$ cat src/rtl/clock_mode_ctrl.sv
// Mode controller for the digital clock: prescaler, button edge detect, mode FSM, blink and display mux.
// Latency: button press to control outputs 1 cycle; digit inputs and mode to disp_digits 1 cycle.
// Backpressure: none; buttons are sampled every cycle and every output is a level or a one-cycle pulse.
module clock_mode_ctrl #(
  parameter int TICK_DIV = 50000000
) (
  input  logic        clk,
  input  logic        rst,
  input  logic        btn_mode,
  input  logic        btn_a,
  input  logic        btn_b,
  input  logic [15:0] tk_digits,
  input  logic [15:0] sw_digits,
  input  logic [15:0] al_digits,
  output logic        enb,
  output logic [1:0]  mode,
  output logic        sw_sel,
  output logic        sw_run,
  output logic        sw_clr,
  output logic        inc_tk,
  output logic        inc_al,
  output logic        inc_field,
  output logic [15:0] disp_digits,
  output logic [3:0]  disp_blank
);

  typedef enum logic [1:0] {
    CLOCK     = 2'd0,
    STOPWATCH = 2'd1,
    SET_TIME  = 2'd2,
    SET_ALARM = 2'd3
  } mode_t;

  localparam int CW = (TICK_DIV > 1) ? $clog2(TICK_DIV) : 1;
  localparam logic [CW-1:0] TICK_LAST = CW'(TICK_DIV - 1);

  logic [CW-1:0] tick_cnt;

  logic  mode_prev;
  logic  a_prev;
  logic  b_prev;
  logic  press_mode;
  logic  press_a;
  logic  press_b;

  mode_t state;
  mode_t state_next;
  logic  field;
  logic  blink_phase;

  // Free-running prescaler; enb is decoded from the terminal count so it lasts exactly one cycle.
  always_ff @(posedge clk) begin
    if (rst) begin
      tick_cnt <= '0;
    end else if (tick_cnt == TICK_LAST) begin
      tick_cnt <= '0;
    end else begin
      tick_cnt <= tick_cnt + CW'(1);
    end
  end

  assign enb = (tick_cnt == TICK_LAST);

  // Button history; reset to 1 so a button held through reset never looks like a fresh press.
  always_ff @(posedge clk) begin
    if (rst) begin
      mode_prev <= 1'b1;
      a_prev    <= 1'b1;
      b_prev    <= 1'b1;
    end else begin
      mode_prev <= btn_mode;
      a_prev    <= btn_a;
      b_prev    <= btn_b;
    end
  end

  // A mode change takes priority, so a/b presses on the same edge are dropped here.
  assign press_mode = btn_mode & ~mode_prev;
  assign press_a    = btn_a & ~a_prev & ~press_mode;
  assign press_b    = btn_b & ~b_prev & ~press_mode;

  assign state_next = mode_t'(state + 2'd1);

  // Mode FSM with registered stopwatch controls, increment pulses, field select and blink phase.
  always_ff @(posedge clk) begin
    if (rst) begin
      state       <= CLOCK;
      sw_sel      <= 1'b0;
      sw_run      <= 1'b0;
      sw_clr      <= 1'b0;
      inc_tk      <= 1'b0;
      inc_al      <= 1'b0;
      field       <= 1'b0;
      blink_phase <= 1'b0;
    end else begin
      sw_clr <= 1'b0;
      inc_tk <= 1'b0;
      inc_al <= 1'b0;
      if (press_mode) begin
        state       <= state_next;
        sw_sel      <= (state_next == STOPWATCH);
        // Leaving the stopwatch pauses it; the count itself lives elsewhere and is kept.
        sw_run      <= 1'b0;
        // Set modes always start editing the high pair, display solid.
        field       <= (state_next == SET_TIME) || (state_next == SET_ALARM);
        blink_phase <= 1'b0;
      end else begin
        case (state)
          STOPWATCH: begin
            if (press_a) begin
              sw_run <= ~sw_run;
            end
            // Clearing a running stopwatch is refused; the current run state decides.
            if (press_b && !sw_run) begin
              sw_clr <= 1'b1;
            end
          end
          SET_TIME, SET_ALARM: begin
            if (press_b) begin
              field <= ~field;
            end
            // An increment shows the field solid immediately, even on a tick cycle.
            if (press_a) begin
              inc_tk      <= (state == SET_TIME);
              inc_al      <= (state == SET_ALARM);
              blink_phase <= 1'b0;
            end else if (enb) begin
              blink_phase <= ~blink_phase;
            end
          end
          default: begin
            field       <= 1'b0;
            blink_phase <= 1'b0;
          end
        endcase
      end
    end
  end

  assign mode      = state;
  assign inc_field = field;

  // Blank the pair being edited during the off half of the blink.
  always_comb begin
    disp_blank = 4'b0000;
    if (blink_phase) begin
      disp_blank = field ? 4'b1100 : 4'b0011;
    end
  end

  // Registered display mux; set-time edits the live timekeeping digits.
  always_ff @(posedge clk) begin
    if (rst) begin
      disp_digits <= 16'h0000;
    end else begin
      case (state)
        STOPWATCH: disp_digits <= sw_digits;
        SET_ALARM: disp_digits <= al_digits;
        default:   disp_digits <= tk_digits;
      endcase
    end
  end

endmodule

$ cat config.mk
export PLATFORM = sky130hd
export DESIGN_NAME = clock_mode_ctrl
export DESIGN_NICKNAME = d
export VERILOG_FILES = /design/src/rtl/clock_mode_ctrl.sv
export SDC_FILE = /design/constraint.sdc
export NUM_CORES = 1
export LEC_CHECK = 0
export CORE_ASPECT_RATIO = 0.8
export CORE_MARGIN = 2
export CORE_UTILIZATION = 45
export DETAILED_ROUTE_END_ITERATION = 8
export PLACE_DENSITY_LB_ADDON = 0.2
export SYNTH_ARGS = -nofsm -noshare
export SYNTH_HDL_FRONTEND = slang
export SYNTH_SLANG_ARGS = --single-unit
export TNS_END_PERCENT = 100
$ cat constraint.sdc
create_clock -name clk -period 2.6 [get_ports clk]
set_clock_uncertainty 0.2 [all_clocks]
set_input_delay 0.52 -clock clk [delete_from_list [all_inputs] [get_ports clk]]
set_output_delay 0.52 -clock clk [all_outputs]
set_load 0.01 [all_outputs]
==> reports/qor.csv, run 1 <==
stage,metric,value,unit
hold_path,HP Class,reg2reg,
sta,Hold Fails Final Rpt,0,
route,detailed-route wire length per cell,14.7,um
yosys,"FFs w/ async S/R, synth",0,
sta,number of setup violations in the final report,1,
hold_path,worst hold path depth,1,
yosys,YS warnings,0,
floorplan,# IOs,82,
cells_and_area,Final Net Count,418,
place,# port buffers,81,
cells_and_area,synthesis-to-finish area growth,42.3,%
cells_and_area,n_diodes,0,
clock_network,CTS Buffer Depth,2,
yosys,post-synthesis sequential area ratio,0.449,
power_and_ir_drop,P_leak,0.00127,uW
clock_network,clock-pin slew on the worst setup and hold paths,0.09,ns
run,maximum capacitance violations,0,
yosys,post-synth cell types,43,
floorplan,Rows,23,
yosys,Mapped Nets,329,
yosys,Yosys top cell by area,dfxtp_1,
route,drt first pass iters,6,
yosys,"FF+latch count, synth",54,
yosys,XOR/XNOR Fraction of Synth Area,0.0400,
yosys,simple-gate share of the synthesized area,0.241,
yosys,main combinational cell family by area after synthesis,simple AND/OR/NAND/NOR gates,
critical_path,"delay-heaviest family, CP",simple AND/OR/NAND/NOR gates,
floorplan,core area,5090,um2
critical_path,FF-to-FF setup slack,0.24,ns
yosys,Compound-Gate Fraction of Synth Area,0.186,
sta,fmax,382,MHz
critical_path,Critical R2R Launch,tick_cnt[13],
sta,fin. max-slew vios,0,
place,Final Wtd Congestion,0.855,
floorplan,initial core utilization,0.473,
floorplan,DIE AREA,5960,um2
yosys,synthesized instance count,271,
global_routing,gr ovfl total,0,
place,Post-DP HPWL,4480,um
cells_and_area,"commonest non-fill, non-tap cells in the layout","clkdlybuf4s50_1 (80), dfxtp_1 (54), a21oi_1 (33), nand2_1 (29)",
critical_path,Setup Crit Path Kind,reg2out,
route,Vias per Instance,5.50,
critical_path,CP max-delay cell,or4_4,
sta,Final min period,2.62,ns
hold_path,Min-Delay Endpoint,tick_cnt[0],
sta,final setup margin,-0.0171,ns
clock_network,TritonCTS clock tree,done,
clock_network,H-tree depth,2,
critical_path,cell mode on critical path,or4_4,
critical_path,crit path cell chain,"or4_4, or4_4, nor2_2, buf_2",
yosys,Post-synth top flop,dfxtp_1,
yosys,post-synth top area share,0.449,
cells_and_area,layout cells sized above 1,0.114,
sta,Slew @ Worst Pin,1.08,ns
clock_network,Clock Latency Late Sink,0.30,ns
clock_network,root buf cell,clkbuf_8,
power_and_ir_drop,worst vdd ir,282,uV
route,DR DRC count,3,
hold_path,hold path startpoint,tick_cnt[0],
critical_path,CP Max Fanout,2,
yosys,synthesized area,2410,um2
cells_and_area,"most common cell after layout, fill and taps aside",clkdlybuf4s50_1,
route,First DRT Iteration DRCs,78,
sta,max_slew headroom,0.280,
route,Routed WL,6230,um
place,"Cell Area, Placed",3340,um2
global_routing,GRT Overall Usage,0.214,
yosys,"top cells by area, synth","dfxtp_1 (45%), a21oi_1 (6.9%), a22oi_1 (5.0%), nand2_1 (4.5%), or4_1 (4.1%)",
route,Vias,2326,
status,failing checks,"design-rule violations, negative setup slack",
yosys,number of synthesized flops with an enable pin,0,
critical_path,Startpoint Class,flop,
global_routing,number of global-route vias before repair,2216,
critical_path,R2R cell count,4,
sta,RSZ-0062 raised after global routing,yes,
critical_path,Setup crit end kind,output pin,
status,run status,"finished, violations left",
sta,hold slack final,0.240,ns
route,DRT antenna net count,0,
global_routing,initial antenna violation count,0,
yosys,"Avg Cell Area, Syn",8.89,um2
global_routing,pin count of the biggest net entering global routing,28,
yosys,post-synthesis mux area share,0.00416,
global_routing,first-pass GRT wire length,10300,um
power_and_ir_drop,Cell Pwr Density,452,nW/um2
yosys,Synth Area in Adders,0.0260,
clock_network,clk sinks,54,
clock_network,total CTS buffers,5,
floorplan,chip height,69.4,um
critical_path,CP Data Arrival Time,1.90,ns
sta,Final Cycle Share,1.01,
critical_path,slowest cell delay on critical path,0.53,ns
floorplan,Die Width,85.8,um
critical_path,WP buf/inv,1,
critical_path,WP data required,1.88,ns
critical_path,RR Endpoint,tick_cnt[25],
cells_and_area,Final Instance Area,3430,um2
==> registers in the layout (all words and copies together), names as in the netlist <==
register / count
inc_field: 1
inc_tk: 1
tick_cnt: 26
a_prev: 1
sw_clr: 1
b_prev: 1
sw_run: 1
mode_prev: 1
disp_digits: 16
mode: 2
blink_phase: 1
inc_al: 1
sw_sel: 1
==> repair_timing <==
action | 4_1_cts | 5_1_grt
endpoints found under the setup margin | 1 | 1
cloned | 0 | 0
buffers inserted | 0 | 0
hold buffers | 0 | 0
gates resized for setup | 5 | 1
hold endpoints to repair | 0 | 0
pin swaps | 1 | 1
==> Yosys cell counts (all sizes together) (5+ instances only) <==
cell type and number:
nand3 8, clkbuf 10, nand2 29, a22oi 16, inv 7, buf 8, o31ai 13, a21oi 33
dfxtp 54, nor2 20, or4 15, ha 5, nand4 8, xor2 7, and3 6
==> per-layer routing <==
metal / part of all wire / track usage / vias to the layer above
met5: 0 / 0 / -
met4: 0.030 / 0.0935 / 0
met3: 0.043 / 0.0440 / 20
met2: 0.47 / 0.344 / 58
met1: 0.46 / 0.279 / 1097
li1: - / - / 1151
==> stage by stage <==
step                      utilization  setup slack (ns)  total power [uW]  TNS (ns)  instances
after floorplan                     -             0.337               953         0        271
after global placement          0.655           -0.0983              1080   -0.0983        415
after detailed placement        0.655            -0.115              1090    -0.115        415
after CTS                       0.672           -0.0324              1560   -0.0324        423
after global routing            0.673           -0.0862              1610   -0.0862        423
final                           0.673           -0.0171              1550   -0.0171        423
==> where the power goes <==
part | leakage, uW | internal, uW | switching (uW)
logic | 0.000779 | 130 | 76.1
clock network | 0.0000482 | 216 | 266
registers | 0.000441 | 852 | 10.2
==> kinds of logic after synthesis <==
| kind of cell | Yosys count |
|---|---|
| compound gates | 69 |
| xor+xnor | 11 |
| fa+ha+maj | 5 |
| buf+inv | 25 |
| flops | 54 |
| mux | 1 |
| simple gates | 106 |
==> worst max path at each step <==
stage            startpoint   to  slack, ns  cells past startpoint
5_1_grt        tick_cnt[24]  enb      -0.09                      4
3_5_place_dp   tick_cnt[24]  enb      -0.11                      4
2_1_floorplan  tick_cnt[24]  enb       0.34                      3
4_1_cts        tick_cnt[18]  enb      -0.03                      4
3_3_place_gp   tick_cnt[24]  enb       -0.1                      4
6_report       tick_cnt[24]  enb      -0.02                      4
==> cell type report <==
type	instances	area [um2]
clock buffers	7	86.3
clock inverters	1	5.00
fillers	424	1670
inverters	7	26.3
multi-input cells	192	1200
flip-flops and latches	54	1080
well taps	62	77.6
repair buffers	100	948
No activity file was read; power rests on OpenSTA's default activity.
==> run 2: changes to the inputs <==
--- a/config.mk
+++ b/config.mk
@@ -8,6 +8,7 @@
 export CORE_ASPECT_RATIO = 0.8
 export CORE_MARGIN = 2
 export CORE_UTILIZATION = 45
+export CTS_CLUSTER_SIZE = 10
 export DETAILED_ROUTE_END_ITERATION = 8
 export PLACE_DENSITY_LB_ADDON = 0.2
 export SYNTH_ARGS = -nofsm -noshare
==> results of run 2 <==
The final DEF is identical to that of run 1; final timing and power are the same.
